$ cat src/rtl/serial_add_ctrl.sv
// serial_add_ctrl
//   Adds or subtracts two WIDTH-bit operands one bit per clock, LSB first,
//   through a single full-adder cell. For subtraction, B is inverted and the
//   carry is preset to 1, which gives the two's complement A - B.
//   Reports the final carry (for subtract: 1 = no borrow) and the signed
//   overflow.
//
//   state | meaning
//   ------+---------------------------------------------------------------
//   IDLE  | waiting for start; busy=0, done=0
//   RUN   | one operand bit per edge through the adder cell; busy=1
//   DONE  | results valid, done=1 for one cycle; a start here is accepted
//
// Ports
//   clk    in   rising-edge clock
//   reset  in   synchronous, active-high reset; aborts an operation in flight
//   start  in   request, sampled only while busy=0
//   sub    in   0 = A+B, 1 = A-B, sampled with start
//   A, B   in   WIDTH-bit operands, sampled with start
//   busy   out  high while in RUN
//   done   out  one-cycle completion pulse
//   Sum    out  registered result, held until the next completion
//   Cout   out  final carry out of the MSB
//   Ovf    out  carry into MSB XOR carry out of MSB
module serial_add_ctrl #(
  parameter int WIDTH = 8
) (
  input  logic             clk,
  input  logic             reset,
  input  logic             start,
  input  logic             sub,
  input  logic [WIDTH-1:0] A,
  input  logic [WIDTH-1:0] B,
  output logic             busy,
  output logic             done,
  output logic [WIDTH-1:0] Sum,
  output logic             Cout,
  output logic             Ovf
);

  localparam int CW = $clog2(WIDTH + 1);
  localparam logic [CW-1:0] LAST = CW'(WIDTH - 1);

  localparam logic [1:0] IDLE = 2'd0;
  localparam logic [1:0] RUN  = 2'd1;
  localparam logic [1:0] DONE = 2'd2;

  logic [1:0]       state;
  logic [WIDTH-1:0] sa;
  logic [WIDTH-1:0] sb;
  logic [WIDTH-1:0] r;
  logic [WIDTH-1:0] r_next;
  logic             c;
  logic [CW-1:0]    cnt;
  logic             cell_sum;
  logic             cell_cout;
  logic             last_bit;

  // The shared one-bit adder cell
  assign cell_sum  = sa[0] ^ sb[0] ^ c;
  assign cell_cout = ((sa[0] ^ sb[0]) & c) | (sa[0] & sb[0]);

  assign last_bit = (cnt == LAST);
  assign busy     = (state == RUN);
  assign done     = (state == DONE);

  // Result bits enter from the MSB side so that after WIDTH shifts the
  // first (LSB) result bit has landed in bit 0. Written this way so it also
  // holds for WIDTH=1.
  always_comb begin
    r_next            = r >> 1;
    r_next[WIDTH-1]   = cell_sum;
  end

  always_ff @(posedge clk) begin
    if (reset) begin
      state <= IDLE;
      sa    <= '0;
      sb    <= '0;
      r     <= '0;
      c     <= 1'b0;
      cnt   <= '0;
      Sum   <= '0;
      Cout  <= 1'b0;
      Ovf   <= 1'b0;
    end else begin
      case (state)
        IDLE, DONE: begin
          if (start) begin
            sa    <= A;
            sb    <= sub ? ~B : B;
            c     <= sub;
            cnt   <= '0;
            state <= RUN;
          end else begin
            state <= IDLE;
          end
        end
        RUN: begin
          r   <= r_next;
          c   <= cell_cout;
          sa  <= sa >> 1;
          sb  <= sb >> 1;
          cnt <= cnt + CW'(1);
          if (last_bit) begin
            // c here is the carry into the MSB
            Sum   <= r_next;
            Cout  <= cell_cout;
            Ovf   <= c ^ cell_cout;
            state <= DONE;
          end
        end
        default: state <= IDLE;
      endcase
    end
  end

endmodule

$ cat config.mk
export PLATFORM = sky130hd
export DESIGN_NAME = serial_add_ctrl
export DESIGN_NICKNAME = d
export VERILOG_FILES = /design/src/rtl/serial_add_ctrl.sv
export SDC_FILE = /design/constraint.sdc
export NUM_CORES = 1
export LEC_CHECK = 0
export ABC_CLOCK_PERIOD_IN_PS = 1800
export CAP_MARGIN = 20
export CORE_MARGIN = 1
export CORE_UTILIZATION = 35
export DETAILED_ROUTE_END_ITERATION = 10
export HOLD_SLACK_MARGIN = 0.15
export REMOVE_ABC_BUFFERS = 1
export SETUP_SLACK_MARGIN = 0.05
export SLEW_MARGIN = 15
export SYNTH_ARGS = -nofsm -noshare
export SYNTH_HDL_FRONTEND = slang
export SYNTH_SLANG_ARGS = --single-unit
export TNS_END_PERCENT = 20
$ cat constraint.sdc
create_clock -name clk -period 1.8 [get_ports clk]
set_input_delay 0.36 -clock clk [delete_from_list [all_inputs] [get_ports clk]]
set_output_delay 0.36 -clock clk [all_outputs]
set_load 0.05 [all_outputs]
Word-level counts from Yosys, hierarchy flattened
Cells that the tools add are included.
Widths: inputs -> output; s select.

storage, ports and cells
  flip-flop bits (word level) = 41
  input bits = 20
  word-level logic and storage cells = 39

cells by class
  $add $sub $neg = 1
  equal/unequal tests = 5
  muxes and demuxes = 12
  bitwise gates (word level) = 7
  reduce and logical (&&, ||, !) cells = 5

operators with widths
  cell                 count
  $pmux 8 s2           2
  $mux 8               3
  $not 8->8            1
  $pmux 4 s2           1
  $add 4x1->4 const B  1
  $eq 4x3->1 const B   1
  $mux 4               1
  $pmux 2 s2           1
  $reduce_and 2->1     2
  $xor 1x1->1          3
  $and 1x1->1          2
  $eq 2x1->1 const B   1
  $eq 2x2->1 const B   1
  $logic_not 2->1      1
  $mux 1               2
  $mux 2               1
  $ne 2x1->1 const B   1
  $ne 2x2->1 const B   1
  $pmux 1 s2           1
  $reduce_bool 2->1    1
  $reduce_or 2->1      1
  $or 1x1->1           1

Logic depth before layout (Yosys ltp)
Gate-level depths: netlist of the first run.

  depth in word-level cells = 4
  gate-level depth with buffers = 6
  mapped depth without buffers = 5

Least setup slack after synthesis of the first run
OpenSTA, ideal clock, no wires.

  path type = register -> output
  start = register state[1]
  end = output done
  data arrival time = 1.009 ns
  required time = 1.440 ns
  setup slack = 0.431 ns
  cell stages (with the launch flop) = 2
  buffers on the path = 0
  cells stage by stage = dfxtp_1 > nor2b_1

between the ends
  cells in the longest elaborated chain, start to end = 1

ends and longest elaborated chain
  item                    line  text
  start, declared         48    logic [1:0] state;
  start signal, assigned  77    state <= IDLE;
  start signal, assigned  94    state <= RUN;
  start signal, assigned  96    state <= IDLE;
  $eq 2x2->1              65    assign done = (state == DONE);
  end, declared           35    output logic done,

No other way between the ends.

Worst setup path in the final report of the first run
  start = register state[0]
  end = output busy

between the ends
  cells in the longest elaborated chain, start to end = 1

ends and longest elaborated chain
  item           line  text
  $eq 2x1->1     64    assign busy = (state == RUN);
  end, declared  34    output logic busy,

No other way between the ends.

==> results.yml, run 1 <==
status:
  status: "completed"
place:
  dp_slack_ps: 185
  dpl.hpwl_mm: 2.24
  io_buffer_count: 31
  routabilityCongestion: 0.671
  placed_cells: 270
die:
  die_area_um2: 5150
  die_w_um: 71.8
  ios: 32
  coreArea_um2: 4690
  initial_core_util: 0.363
  std_cell_rows: 25
  die_y_um: 71.8
grt:
  grt_pass1_wl_mm: 6.27
  antenna_found_initial: 0
  first_global_vias: 1344
  grt_overflow_total: 0
  grt_usage: 0.156
  grt_max_degree: 38
routing:
  vias: 1463
  dr.pass1.iters: 4
  drt-initial-drc-count: 67
  antenna_left: 0
  via_per_inst: 5.26
  wl_mm: 3.54
  drt-wirelength-per-cell_um: 12.7
  drt_drc_violations_left: 0
sta:
  period_share: 0.803
  rsz0062_at_grt: "no"
  fin_crit_ps: 1440
  setup_viol: 0
  fmax_mhz: 692
  final_hold_viol_count: 0
  max-slew-margin-rel: 0.728
  slew_violations: 0
  setup_tns_ps: 0
  fin_ws_ps: 355
  clock_skew_ps: 3.53
  worstMarginPinSlew_ps: 407
cells_and_area:
  drive_gt1_frac: 0.129
  area_growth_pct: 25.5
  fillers: 482
  fin_util: 0.455
  final_cells: 278
  antenna_cells: 0
  fin_nets: 245
power_and_ir_drop:
  ir_worst_vdd_uv: 387
  power_density_nw_per_um2: 842
  p_leak_nw: 0.779
  total_power_w: 0.00180
worst_setup_path:
  worstPathMaxFanout: 4
  slowest_stage: "dfxtp_1"
  worstPathRequired_ps: 1440
  cpPeakStageDelay_ps: 370
  critPathLaunchType: "register"
  endpoint_kind: "output port"
  worst-path-buf-inv: 2
  crit_path_cell_trace: "nand2b_1 > inv_1 > buf_12"
  crit_family: "flip-flops"
  arrival_ps: 1080
  criticalPathCategory: "register to output port"
clocking:
  cts_buffer_depth: 2
  cts.sinks: 40
  cts_tree: "yes"
  post-cts-setup-buffers: 0
  clkTransAtPathRegs_ps: 70
  cts_hold_buffers: 0
  cts-buffers-inserted: 5
  clkLatencyLatePin_ps: 290
  ctsRootBufferMaster: "clkbuf_8"
  h-tree-depth: 2
  cts_resized: 0
synthesis:
  ys_top_cells_by_count: "dfxtp_1 (40), a21oi_1 (37), nand3_1 (27)"
  yosysWarnings: 0
  synth_seq_area_share: 0.470
  yosysMostFrequentCell: "dfxtp_1"
  netlist.area_leader.share: 0.470
  synth_edf_count: 0
  synthTopCellsByArea: "dfxtp_1 (47%), a21oi_1 (11%), nand3_1 (7.9%)"
  async_flop_share: 0
  avgSynthCellArea_um2: 8.69
  yosysUniqueCellTypes: 28
  ys.flop_type: "dfxtp_1"
  netlist_instances: 196
  syn_area_um2: 1700
  yosys.area.top_type: "dfxtp_1"
  synth_seq_cells: 40
job:
  maxCapViolCount: 0
hold_path:
  hold_path_class: "register to register"
worst reg2reg max path, delay by kind of cell, from the launching register on:
family                     cells  cell delay (ps)
AOI/OAI and AO/OA              2              330
adders and majority gates      1              220
DFF                            1              380
and+or+nand+nor                1              400
through the flow:
| step | hold slack, ps | instance area, um2 |
|---|---|---|
| 2_1_floorplan | 425 | 1600 |
| 3_3_place_gp | 445 | 2050 |
| 3_5_place_dp | 447 | 2050 |
| 4_1_cts | 457 | 2140 |
| 5_1_grt | 484 | 2140 |
| 6_report | 456 | 2140 |
path summary, 6_finish.rpt:
| kind | slack, ps | depth (start not counted) | end | from |
|---|---|---|---|---|
| hold / removal | 460 | 2 | r[1]$_SDFFE_PP0P_ | r[1]$_SDFFE_PP0P_ |
| setup reg to reg | 390 | 4 | Cout$_SDFFE_PP0P_ | cnt[0]$_SDFFE_PP0P_ |
| hold reg to reg | 460 | 2 | r[1]$_SDFFE_PP0P_ | r[1]$_SDFFE_PP0P_ |
| setup / recovery | 360 | 3 | busy | state[0]$_SDFFE_PP0P_ |
final cells by class:
type | count | area, um2 | area share
flip-flops and latches | 40 | 801 | 0.375
well taps | 54 | 67.6 | 0.0316
inverters | 4 | 15.0 | 0.00703
clock buffers | 8 | 90.1 | 0.0422
multi-input cells | 133 | 786 | 0.368
repair buffers | 39 | 378 | 0.177
cell usage in the layout (no fill, tap or decap), drive strengths merged:
cell	Yosys	layout
xor2	8	8
fa	1	1
clkdlybuf4s50	0	19
buf	13	20
a21oi	37	37
clkbuf	6	8
a211oi	4	4
nand2	15	15
inv	4	4
nand4	1	1
ha	1	1
a2bb2oi	1	1
or2	1	1
nor2	3	3
nand2b	3	3
mux2	1	1
nand3b	2	2
a22oi	14	14
o21ai	8	8
nor3	1	1
nor2b	2	2
mux2i	1	1
nand3	27	27
xnor2	1	1
and3b	1	1
dfxtp	40	40
state kept, by name, indices dropped and copies added (netlist names), 2 cells and up:
register and count:
state 2, Sum 8, sa 8, r 7, sb 8, cnt 4
cells by family after synthesis:
group,share of synthesized area
compound gates,0.220
simple gates,0.162
flops,0.470
buf+inv,0.0683
xor+xnor,0.0463
mux,0.0147
fa+ha+maj,0.0191
metal layers:
metal | global-route usage | wire length (um)
met1 | 0.205 | 1730
met2 | 0.243 | 1550
met3 | 0.0380 | 189
met4 | 0.0719 | 72
met5 | 0 | 0
where the power goes:
part           leakage, nW  total [W]  internal [W]  switching, W
logic                0.407   0.000256      0.000119      0.000136
clock network       0.0455   0.000602      0.000312      0.000289
registers            0.326   0.000942      0.000921     0.0000208
Note: power is estimated with default switching activity, not from simulation.
==> inputs of run 2 (changes only) <==
ABC_CLOCK_PERIOD_IN_PS = 1360   (was 1800)
clock period = 1.36 ns   (was 1.8 ns; I/O delays follow)
==> results.yml, run 2 (synthesis gave the netlist of run 1 again) <==
status:
  status: "completed"
routing:
  via_per_inst: 5.13
  dr.pass1.iters: 4
  drt-initial-drc-count: 67
  antenna_left: 0
  wl_mm: 3.63
  drt_drc_violations_left: 0
  drt-wirelength-per-cell_um: 12.6
  vias: 1477
die:
  coreArea_um2: 4690
  die_w_um: 71.8
  die_y_um: 71.8
  initial_core_util: 0.363
  std_cell_rows: 25
  die_area_um2: 5150
  ios: 32
power_and_ir_drop:
  p_int_w: 0.00177
  switchingPower_w: 0.000600
  power_density_nw_per_um2: 983
  clkPwrFrac: 0.307
  p_leak_nw: 0.871
  pwr-share-seq: 0.528
  swShare: 0.253
  ir_worst_vdd_uv: 519
  comb_power_share: 0.166
sta:
  rsz0062_at_grt: "yes"
  final_hold_viol_count: 0
  worstMarginPinSlew_ps: 217
  period_share: 0.962
  setup_viol: 0
  max-slew-margin-rel: 0.854
  fmax_mhz: 764
  fin_crit_ps: 1310
  clock_skew_ps: 3.48
  slew_violations: 0
grt:
  grt_overflow_total: 0
  grt_max_degree: 38
  antenna_found_initial: 0
  first_global_vias: 1270
  grt_pass1_wl_mm: 5.86
  grt_usage: 0.148
clocking:
  cts_buffer_depth: 2
  cts_tree: "yes"
  h-tree-depth: 2
  clkLatencyLatePin_ps: 290
  cts.sinks: 40
  cts-buffers-inserted: 5
  ctsRootBufferMaster: "clkbuf_8"
  clkTransAtPathRegs_ps: 70
cells_and_area:
  stdcell_area_um2: 2410
  final_cell_mix: "dfxtp_1 (37), a21oi_1 (36), nand3_1 (26), clkdlybuf4s50_1 (19), buf_12 (16)"
  fin_util: 0.514
  fin_nets: 256
  fillers: 442
  antenna_cells: 0
  final_common_cell: "dfxtp_1"
  reg_top3: "Sum (8), sa (8), sb (8)"
  drive_gt1_frac: 0.226
  area_growth_pct: 41.6
worst_setup_path:
  crit_path_cell_trace: "nand2b_4 > inv_2 > buf_4 > buf_12"
  arrival_ps: 1040
  worstPathRequired_ps: 1090
  criticalPathCategory: "register to output port"
  slowest_stage: "dfxtp_1"
  critPathLaunchType: "register"
  crit_family: "flip-flops"
  worst-path-buf-inv: 3
  cpPeakStageDelay_ps: 330
  worstPathMaxFanout: 2
  endpoint_kind: "output port"
place:
  io_buffer_count: 31
  place_area_um2: 2270
  routabilityCongestion: 0.706
  dpl.hpwl_mm: 2.41
hold_path:
  hold_path_class: "register to register"
job:
  maxCapViolCount: 0
run 2: through the flow:
stage / setup TNS (ps) / total power (W) / hold WS (ps) / setup WS [ps] / cells
after floorplan: -34850 / 0.00144 / 337 / -1020 / 177
after detailed placement: -2480 / 0.00165 / 448 / -186 / 278
after CTS: 0 / 0.00239 / 458 / 45.0 / 287
after global routing: 0 / 0.00249 / 477 / 6.81 / 288
final: 0 / 0.00237 / 456 / 51.5 / 288
after global placement: -2080 / 0.00164 / 444 / -138 / 278
run 2: per-layer routing:
layer,vias to the layer above,GRT usage,wire [um]
met1,671,0.186,1690
met3,5,0.0436,179
li1,763,-,-
met4,0,0.0588,55
met5,-,0,0
met2,38,0.237,1700
run 2: worst paths after layout:
| check | from | endpoint | slack, ps | depth (start not counted) |
|---|---|---|---|---|
| worst min register to register | r[1]$_SDFFE_PP0P_ | r[1]$_SDFFE_PP0P_ | 460 | 2 |
| worst max-delay path | state[1]$_SDFFE_PP0P_ | busy | 50 | 4 |
| worst max register to register | state[0]$_SDFFE_PP0P_ | cnt[2]$_SDFFE_PP0P_ | 80 | 5 |
| worst min-delay path | r[1]$_SDFFE_PP0P_ | r[1]$_SDFFE_PP0P_ | 460 | 2 |
run 2: cell type report:
class                      instances  area (um2)  area share
multi-input combinational        133         821       0.340
sequential                        40         807       0.335
timing repair buffer              50         623       0.258
clock buffer                       6        72.6      0.0301
tap                               54        67.6      0.0280
inverter                           4        15.0     0.00623
clock inverter                     1        5.00     0.00208
run 2: power groups by stage:
stage	Combinational, W	Clock [W]	Sequential [W]
6_report	0.000393	0.000727	0.00125
5_1_grt	0.000427	0.000807	0.00126
4_1_cts	0.000388	0.000754	0.00125
3_5_place_dp	0.000375	0	0.00127
3_3_place_gp	0.000372	0	0.00127
2_1_floorplan	0.000169	0	0.00127
run 2: tightest hold or removal path, delay by kind of cell, from the launching register on:
kind | cells | cell delay [ps]
AOI/OAI and AO/OA | 1 | 50
DFF | 1 | 310
and+or+nand+nor | 1 | 50
run 2: repair_timing:
item | 4_1_cts | 5_1_grt
resized for setup | 5 | 9
hold endpoints to repair | 0 | 0
endpoints found under the setup margin | 3 | 22
hold buffers | 0 | 0
pin swaps | 0 | 4
setup buffers | 2 | 1
==> inputs of run 3 (changes only) <==
DONT_BUFFER_PORTS = 1   (was unset)
==> results.yml, run 3 (synthesis gave the netlist of run 1 again) <==
sta:
  setup_viol: 0
  final_hold_viol_count: 0
  fmax_mhz: 762
  period_share: 0.965
  slew_violations: 0
  worstMarginPinSlew_ps: 496
  max-slew-margin-rel: 0.669
  clock_skew_ps: 5.94
  fin_crit_ps: 1310
  setup_tns_ps: 0
  rsz0062_at_grt: "yes"
worst_setup_path:
  r2r_cells: 6
  criticalPathCategory: "register to output port"
  arrival_ps: 1040
  worstReg2RegStart: "state[1]$_SDFFE_PP0P_"
  worstPathRequired_ps: 1090
  worstPathMaxFanout: 3
  endpoint_kind: "output port"
  crit_start: "state[1]$_SDFFE_PP0P_"
  worstSetupEndpoint: "busy"
  reg2reg_to: "cnt[3]$_SDFFE_PP0P_"
  critPathLaunchType: "register"
  rrSetupSlack_ps: 90
cells_and_area:
  drive_gt1_frac: 0.236
  reg_top3: "Sum (8), sa (8), sb (8)"
  area_growth_pct: 24.4
  antenna_cells: 0
  final_cell_mix: "dfxtp_1 (37), a21oi_1 (37), nand3_1 (27), buf_4 (23), nand2_1 (15)"
  fin_nets: 238
  final_cells: 270
grt:
  grt_pass1_wl_mm: 6.44
  first_global_vias: 1327
  antenna_found_initial: 0
  grt_usage: 0.163
  grt_overflow_total: 0
  grt_max_degree: 40
routing:
  via_per_inst: 5.36
  antenna_left: 0
  drt-wirelength-per-cell_um: 13.9
  drt_drc_violations_left: 0
  vias: 1447
  drt-initial-drc-count: 73
  wl_mm: 3.74
  dr.pass1.iters: 4
die:
  std_cell_rows: 25
  ios: 32
  die_area_um2: 5150
  initial_core_util: 0.363
  die_w_um: 71.8
  die_y_um: 71.8
  coreArea_um2: 4690
place:
  io_buffer_count: 0
  routabilityCongestion: 0.701
  dpl.hpwl_mm: 2.17
  placed_cells: 254
power_and_ir_drop:
  power_density_nw_per_um2: 1100
  ir_worst_vdd_uv: 725
  p_leak_nw: 0.771
  total_power_w: 0.00233
clocking:
  h-tree-depth: 2
  clkLatencyLatePin_ps: 290
  cts-buffers-inserted: 5
  clkTransAtPathRegs_ps: 70
  cts_tree: "yes"
  cts_buffer_depth: 2
  cts.sinks: 40
  ctsRootBufferMaster: "clkbuf_8"
status:
  status: "completed"
job:
  maxCapViolCount: 0
hold_path:
  hold_path_class: "primary input to register"
## run 3: area by class of cell
class                   count  area [um2]
fillers                   484        2570
multi-input cells         133         825
flip-flops and latches     40         805
repair buffers             32         327
clock buffers               6        72.6
well taps                  54        67.6
inverters                   4        17.5
clock inverters             1        5.00
## run 3: worst min path at each step
stage          start             endpoint  slack [ps]  cells past startpoint
2_1_floorplan  reset  cnt[2]$_SDFFE_PP0P_         340                      1
3_3_place_gp   reset  cnt[2]$_SDFFE_PP0P_         340                      1
3_5_place_dp   reset  cnt[2]$_SDFFE_PP0P_         350                      1
4_1_cts        reset  cnt[3]$_SDFFE_PP0P_         150                      2
5_1_grt         A[6]   sa[6]$_SDFFE_PP0P_         160                      2
6_report        A[1]   sa[1]$_SDFFE_PP0P_         170                      2
## run 3: worst max-delay path: stages, from the launching register on
cell and delay [ps]:
dfxtp_2 330, nand2b_4 140, inv_4 40, buf_12 110
buf_12 130
## run 3: repair_timing
item                                    4_1_cts  5_1_grt
setup buffers                                 3        2
hold buffers                                  4        0
pin swaps                                     0        2
gates cloned                                  1        0
endpoints found under the setup margin        2       27
endpoints found under the hold margin        39        0
resized for setup                             4       12
## run 3: report_power, final
group	switching, W	leakage (nW)	total (W)	internal (W)
Sequential	0.0000293	0.327	0.00125	0.00122
Clock	0.000384	0.0410	0.000732	0.000348
Combinational	0.000179	0.403	0.000345	0.000166
## run 3: layer usage
metal,vias up,wire length [um],track usage
li1,733,-,-
met1,671,1830,0.218
met2,39,1670,0.247
met3,4,215,0.0633
met4,0,30,0.0392
met5,-,0,0
## run 3: stage by stage
| stage | area, um2 | setup slack [ps] | util | hold slack, ps |
|---|---|---|---|---|
| floorplan | 1600 | -1020 | - | 337 |
| global placement | 1890 | 89.3 | 0.403 | 344 |
| detailed placement | 1890 | 75.6 | 0.403 | 348 |
| CTS | 2090 | 28.8 | 0.445 | 154 |
| global route | 2120 | -4.39 | 0.451 | 163 |
| finish | 2120 | 48.2 | 0.451 | 171 |
